**config.mk**
```make
export PLATFORM = sky130hd
export DESIGN_NAME = ex_mem_skid_buffer
export DESIGN_NICKNAME = d
export VERILOG_FILES = /design/src/rtl/filter_gpu_pkg.sv /design/src/rtl/pipe_slot.sv /design/src/rtl/ex_mem_skid_buffer.sv
export SDC_FILE = /design/constraint.sdc
export NUM_CORES = 1
export LEC_CHECK = 0
export ABC_AREA = 1
export BUFFER_PORTS_ARGS = -buffer_cell sky130_fd_sc_hd__buf_2
export CAP_MARGIN = 5
export CORE_MARGIN = 8
export CORE_UTILIZATION = 50
export CTS_BUF_LIST = sky130_fd_sc_hd__clkbuf_16
export CTS_CLUSTER_DIAMETER = 30
export DETAILED_ROUTE_END_ITERATION = 6
export PLACE_DENSITY = 0.78
export REMOVE_ABC_BUFFERS = 1
export SLEW_MARGIN = 20
export SYNTH_ARGS = -nofsm -noshare
export SYNTH_HDL_FRONTEND = slang
export SYNTH_SLANG_ARGS = --single-unit
```
**constraint.sdc**
```tcl
create_clock -name clk -period 39 [get_ports clk]
set_clock_uncertainty 0.1 [all_clocks]
set_input_delay 3.9 -clock clk [delete_from_list [all_inputs] [get_ports clk]]
set_output_delay 3.9 -clock clk [all_outputs]
set_load 0.005 [all_outputs]
```
**src/rtl/filter_gpu_pkg.sv**
```systemverilog
// rtl/filter_gpu_pkg.sv - shared types and default sizes for the Filter-GPU EX/MEM stage
package filter_gpu_pkg;

   typedef struct packed {
      logic pcsrc;
      logic regwrite;
      logic memtoreg;
      logic memwrite;
   } ctrl_t;

   localparam int LANES_DEF = 3;
   localparam int N_DEF     = 18;
   localparam int RW_DEF    = 4;
   localparam int CW_DEF    = 16;

endpackage

```
**src/rtl/pipe_slot.sv**
```systemverilog
// rtl/pipe_slot.sv - enable-loaded EX/MEM payload register, cleared by async reset
module pipe_slot
   import filter_gpu_pkg::*;
#(
   parameter int N     = N_DEF,
   parameter int LANES = LANES_DEF,
   parameter int RW    = RW_DEF
) (
   input  logic                      clk,
   input  logic                      reset,
   input  logic                      load_i,
   input  logic [LANES-1:0][N-1:0]   alu_i,
   input  logic [LANES-1:0][N-1:0]   dir2_i,
   input  logic [LANES-1:0][N-1:0]   dir3_i,
   input  logic [LANES-1:0][N-1:0]   wd_i,
   input  logic [RW-1:0]             wa3_i,
   input  ctrl_t                     ctrl_i,
   output logic [LANES-1:0][N-1:0]   alu_o,
   output logic [LANES-1:0][N-1:0]   dir2_o,
   output logic [LANES-1:0][N-1:0]   dir3_o,
   output logic [LANES-1:0][N-1:0]   wd_o,
   output logic [RW-1:0]             wa3_o,
   output ctrl_t                     ctrl_o
);

   logic [LANES-1:0][N-1:0] alu_q, dir2_q, dir3_q, wd_q;
   logic [RW-1:0]           wa3_q;
   ctrl_t                   ctrl_q;

   // Capture the whole bundle when loaded; otherwise hold (flush only clears valid bits upstream)
   always_ff @(posedge clk or posedge reset) begin
      if (reset) begin
         alu_q  <= '0;
         dir2_q <= '0;
         dir3_q <= '0;
         wd_q   <= '0;
         wa3_q  <= '0;
         ctrl_q <= '0;
      end else if (load_i) begin
         alu_q  <= alu_i;
         dir2_q <= dir2_i;
         dir3_q <= dir3_i;
         wd_q   <= wd_i;
         wa3_q  <= wa3_i;
         ctrl_q <= ctrl_i;
      end
   end

   assign alu_o  = alu_q;
   assign dir2_o = dir2_q;
   assign dir3_o = dir3_q;
   assign wd_o   = wd_q;
   assign wa3_o  = wa3_q;
   assign ctrl_o = ctrl_q;

endmodule

```
**src/rtl/ex_mem_skid_buffer.sv**
```systemverilog
// rtl/ex_mem_skid_buffer.sv - EX/MEM pipeline register with one-entry skid slot, flush and stall counter
module ex_mem_skid_buffer
   import filter_gpu_pkg::*;
#(
   parameter int N     = N_DEF,
   parameter int LANES = LANES_DEF,
   parameter int RW    = RW_DEF,
   parameter int CW    = CW_DEF
) (
   input  logic                      clk,
   input  logic                      reset,
   input  logic                      flush,
   input  logic                      in_valid,
   output logic                      in_ready,
   input  logic [LANES-1:0][N-1:0]   alu_result,
   input  logic [LANES-1:0][N-1:0]   mem_dir2,
   input  logic [LANES-1:0][N-1:0]   mem_dir3,
   input  logic [LANES-1:0][N-1:0]   write_data,
   input  logic [RW-1:0]             wa3,
   input  ctrl_t                     ctrl,
   output logic                      out_valid,
   input  logic                      out_ready,
   output logic [LANES-1:0][N-1:0]   q1,
   output logic [LANES-1:0][N-1:0]   q2,
   output logic [LANES-1:0][N-1:0]   q3,
   output logic [LANES-1:0][N-1:0]   write_data_o,
   output logic [RW-1:0]             wa3_o,
   output logic                      pcsrc_o,
   output logic                      regwrite_o,
   output logic                      memtoreg_o,
   output logic                      memwrite_o,
   output logic [CW-1:0]             stall_count
);

   logic main_valid_q, main_valid_d;
   logic skid_valid_q, skid_valid_d;
   logic [CW-1:0] stall_q, stall_d;
   logic main_ld, main_from_skid, skid_ld;
   logic acc, drn;

   logic [LANES-1:0][N-1:0] s_alu, s_dir2, s_dir3, s_wd;
   logic [RW-1:0]           s_wa3;
   ctrl_t                   s_ctrl;

   logic [LANES-1:0][N-1:0] m_alu_d, m_dir2_d, m_dir3_d, m_wd_d;
   logic [RW-1:0]           m_wa3_d;
   ctrl_t                   m_ctrl_d;
   ctrl_t                   m_ctrl;

   // Ready comes only from registered state so out_ready never reaches execute combinationally
   assign in_ready  = !skid_valid_q;
   assign out_valid = main_valid_q;
   assign acc       = in_valid & in_ready;
   assign drn       = main_valid_q & out_ready;

   // Slot control, highest priority first: flush, load main, refill from skid, park in skid
   always_comb begin
      main_valid_d   = main_valid_q;
      skid_valid_d   = skid_valid_q;
      main_ld        = 1'b0;
      main_from_skid = 1'b0;
      skid_ld        = 1'b0;
      if (flush) begin
         main_valid_d = 1'b0;
         skid_valid_d = 1'b0;
      end else if (!main_valid_q || (drn && !skid_valid_q)) begin
         main_valid_d = acc;
         main_ld      = acc;
      end else if (drn && skid_valid_q) begin
         main_ld        = 1'b1;
         main_from_skid = 1'b1;
         skid_valid_d   = 1'b0;
      end else if (acc) begin
         skid_ld      = 1'b1;
         skid_valid_d = 1'b1;
      end
   end

   // Main slot takes either the parked skid bundle or the live input
   always_comb begin
      m_alu_d  = main_from_skid ? s_alu  : alu_result;
      m_dir2_d = main_from_skid ? s_dir2 : mem_dir2;
      m_dir3_d = main_from_skid ? s_dir3 : mem_dir3;
      m_wd_d   = main_from_skid ? s_wd   : write_data;
      m_wa3_d  = main_from_skid ? s_wa3  : wa3;
      m_ctrl_d = main_from_skid ? s_ctrl : ctrl;
   end

   // Saturating count of cycles the memory stage holds off a valid bundle
   always_comb begin
      stall_d = stall_q;
      if (main_valid_q && !out_ready && (stall_q != {CW{1'b1}}))
         stall_d = stall_q + CW'(1);
   end

   // Valid bits and stall counter; flush leaves the counter alone
   always_ff @(posedge clk or posedge reset) begin
      if (reset) begin
         main_valid_q <= 1'b0;
         skid_valid_q <= 1'b0;
         stall_q      <= '0;
      end else begin
         main_valid_q <= main_valid_d;
         skid_valid_q <= skid_valid_d;
         stall_q      <= stall_d;
      end
   end

   pipe_slot #(.N(N), .LANES(LANES), .RW(RW)) u_skid (
      .clk    (clk),
      .reset  (reset),
      .load_i (skid_ld),
      .alu_i  (alu_result),
      .dir2_i (mem_dir2),
      .dir3_i (mem_dir3),
      .wd_i   (write_data),
      .wa3_i  (wa3),
      .ctrl_i (ctrl),
      .alu_o  (s_alu),
      .dir2_o (s_dir2),
      .dir3_o (s_dir3),
      .wd_o   (s_wd),
      .wa3_o  (s_wa3),
      .ctrl_o (s_ctrl)
   );

   pipe_slot #(.N(N), .LANES(LANES), .RW(RW)) u_main (
      .clk    (clk),
      .reset  (reset),
      .load_i (main_ld),
      .alu_i  (m_alu_d),
      .dir2_i (m_dir2_d),
      .dir3_i (m_dir3_d),
      .wd_i   (m_wd_d),
      .wa3_i  (m_wa3_d),
      .ctrl_i (m_ctrl_d),
      .alu_o  (q1),
      .dir2_o (q2),
      .dir3_o (q3),
      .wd_o   (write_data_o),
      .wa3_o  (wa3_o),
      .ctrl_o (m_ctrl)
   );

   // Stale or flushed bundles must never fire side effects downstream
   assign pcsrc_o     = m_ctrl.pcsrc    & main_valid_q;
   assign regwrite_o  = m_ctrl.regwrite & main_valid_q;
   assign memtoreg_o  = m_ctrl.memtoreg & main_valid_q;
   assign memwrite_o  = m_ctrl.memwrite & main_valid_q;
   assign stall_count = stall_q;

endmodule

```
==> out/results.txt <==
Multi-input gate area - 0.00706 sq mm
CP Capture Type - flip-flop
Clk Latency, worst-skew pair - 0.62 ns
TritonCTS buffer count - 102
Storage cell area - 0.0117 sq mm
Die Height - 217 um
Peak VDD IR - 0.0000415 V
Largest net degree at the start of global routing - 137
Vias - 18,500
First-pass GRT wire length - 94,900 um
Worst-margin pin slew - 1.11 ns
Fmax - 147 MHz
FF-to-FF path depth - 7
Final HPWL from detailed placement - 37,000 um
DP Area - 0.0228 sq mm
Max-slew violation count - 0
Drt pass-1 iters - 6
# port buffers - 470
Final hold vios - 0
RSZ-0062 raised after global routing - false
Setup TNS - 0 ns
Most used DFF post-synth - dfrtp_1
Relative slew slack - 26.1%
Post-route minimum period - 6.80 ns
Fillers - 3,032
EDFF count, synth - 0
Cell Pwr Density - 67.2 mW/mm^2
Largest area contributor in the netlist - dfrtp_1
Vias/cell - 5.13
Worst setup path class - input port to flip-flop
WP data required - 39.39 ns
Maxcap violations - 0
Clk pin slew, worst setup/hold paths - 0.05 ns
Worst R2R Setup Slack - 35.00 ns
Flops & latches, synth - 466
Final Cell Area - 0.0265 sq mm
Mean Syn Cell Area - 7.93 sq um
Ys Warns - 0
Mapped Cells - 2,558
WHS Path Cells - 2
RR Startpoint - out_valid
Synth cell count leaders - nand2_1 (1,204), dfrtp_1 (466), o21ai_0 (450), inv_1 (243), buf_2 (84)
Worst Path Max Fanout - 122
Die ar. - 0.0473 sq mm
Critical path endpoint - u_main.alu_o[3]
WL final - 59,000 um
GR Util All Layers - 24.2%
CTS tree - yes
Layout cell share with drive strength beyond 1 - 21.3%
Post-Syn Area - 0.0203 sq mm
Routed Antenna Nets - 0
Crit path launch - out_ready
Reg2reg end - u_main.alu_o[3]
Ranking of synthesized cells by area - dfrtp_1 (57%), nand2_1 (22%), o21ai_0 (11%)
Vias in the first global route - 19,200
DIE WIDTH - 217 um
GPL Wtd Cong - 0.820
H-tree depth - 3
Synth cell types - 21
Share of the yosys chip area belonging to registers - 57.5%
Final Setup Violations - 0
Worst hold path type - flip-flop to flip-flop
Overflow after GRT - 0
Row cnt - 73
Top-count cell post-synth - nand2_1
Worst Setup Start Kind - input port
Wire length per cell - 16.3 um
Initial Util - 50.8%
Post-synth top area share - 57.5%
Postcts setup bufs - 0
Core area - 0.0399 sq mm
First DRT Iteration DRCs - 1,894
Nets - 3,229
FFs w/ async S/R, synth - 100%
Initial antenna violation count - 1
Hold Buf Count CTS - 0
DRC - 0
Root Driver - clkbuf_16
Period utilization - 17.4%
Leakage power - 14.5 nW
Clock sink count - 466
Status - finished clean
N_diodes - 0
Num ports - 471
PostCTS Resize Cnt - 0
Crit path arrival time - 7.19 ns
Layout area overhead - 30.7%
Max clock buf depth - 3
layout by cell type, fill, tap and decap left out:
master | synthesis | final
ha_1 | 1 | 1
inv_1 | 243 | 254
o21ai_1 | 1 | 1
nand3_1 | 8 | 8
clkinv_1 | 0 | 11
buf_2 | 84 | 470
nand2_8 | 0 | 1
nand2_1 | 1204 | 1203
clkbuf_16 | 0 | 106
nor2_1 | 17 | 17
nand4_1 | 6 | 6
clkinvlp_4 | 0 | 5
bufinv_16 | 0 | 22
inv_6 | 0 | 8
clkinv_4 | 0 | 6
clkinv_8 | 0 | 4
nor3_1 | 1 | 1
xor2_1 | 4 | 4
buf_6 | 0 | 2
clkinv_2 | 0 | 10
o21ai_0 | 450 | 450
inv_8 | 0 | 6
buf_4 | 2 | 13
dfrtp_1 | 466 | 466
nor2_4 | 0 | 1
o211a_1 | 1 | 1
a21oi_2 | 1 | 1
nand2_4 | 0 | 1
xnor2_1 | 4 | 4
registers in the layout (all words and copies together) (netlist names):
| register | count |
|---|---|
| out_valid | 1 |
| skid_valid_q | 1 |
| stall_count | 16 |
| u_main.alu_o | 54 |
| u_main.ctrl_o | 4 |
| u_main.dir2_o | 54 |
| u_main.dir3_o | 54 |
| u_main.wa3_o | 4 |
| u_main.wd_o | 54 |
| u_skid.alu_o | 54 |
| u_skid.ctrl_o | 4 |
| u_skid.dir2_o | 54 |
| u_skid.dir3_o | 54 |
| u_skid.wa3_o | 4 |
| u_skid.wd_o | 54 |
critical path, stage by stage:
cell and delay, ns:
buf_2 0.10, nand3_1 0.15, nor2_4 0.78, buf_4 0.74, buf_4 0.92, o21ai_0 0.24
nand2_1 0.14, nand2_1 0.06
power breakdown:
group	internal, W	total, W	switching, W
logic	0.0000879	0.000210	0.000122
registers	0.000586	0.000653	0.0000673
clock network	0.000639	0.000919	0.000280
total	0.00131	0.00178	0.000469
cells by family (layout without fill, tap and decap cells):
| family | Yosys count | count (layout) | synth area share, % |
|---|---|---|---|
| simple gates | 1238 | 1238 | 23.1 |
| flops | 466 | 466 | 57.5 |
| compound gates | 453 | 453 | 11.2 |
| buf+inv | 392 | 917 | 7.81 |
| xor+xnor | 8 | 8 | 0.345 |
| fa+ha+maj | 1 | 1 | 0.0617 |
layout make-up:
type / count / area share, %
clock buffer: 106 / 10.0
clock inverter: 82 / 4.04
inverter: 244 / 3.50
multi-input combinational: 1700 / 26.6
sequential: 466 / 44.0
tap: 525 / 2.48
timing repair buffer: 485 / 9.33
through the flow:
step | utilization [%] | cells | hold slack, ns | total power [W] | setup slack [ns]
floorplan | - | 2410 | 0.349 | 0.000759 | 22.00
global placement | 57.1 | 3420 | 0.356 | 0.000851 | 31.57
detailed placement | 57.1 | 3420 | 0.360 | 0.000864 | 31.51
CTS | 66.4 | 3608 | 0.372 | 0.00179 | 32.13
global route | 66.4 | 3608 | 0.389 | 0.00186 | 31.70
finish | 66.4 | 3608 | 0.368 | 0.00178 | 32.20
layer usage:
metal / vias up / wire (um) / global-route usage [%]
li1: 8768 / - / -
met1: 8835 / 23300 / 29.8
met2: 773 / 29000 / 40.0
met3: 130 / 4710 / 6.23
met4: 2 / 1930 / 10.7
met5: - / 13 / 0
worst min path at each step:
stage                            startpoint                end
after floorplan            u_main.ctrl_o[0]   u_main.ctrl_o[0]
after global placement     u_main.alu_o[47]   u_main.alu_o[47]
after detailed placement  u_main.dir3_o[18]  u_main.dir3_o[18]
after CTS                 u_main.dir3_o[18]  u_main.dir3_o[18]
after global routing       u_main.alu_o[22]   u_main.alu_o[22]
final                     u_main.dir3_o[18]  u_main.dir3_o[18]
Power figures use the tool's default switching activity.
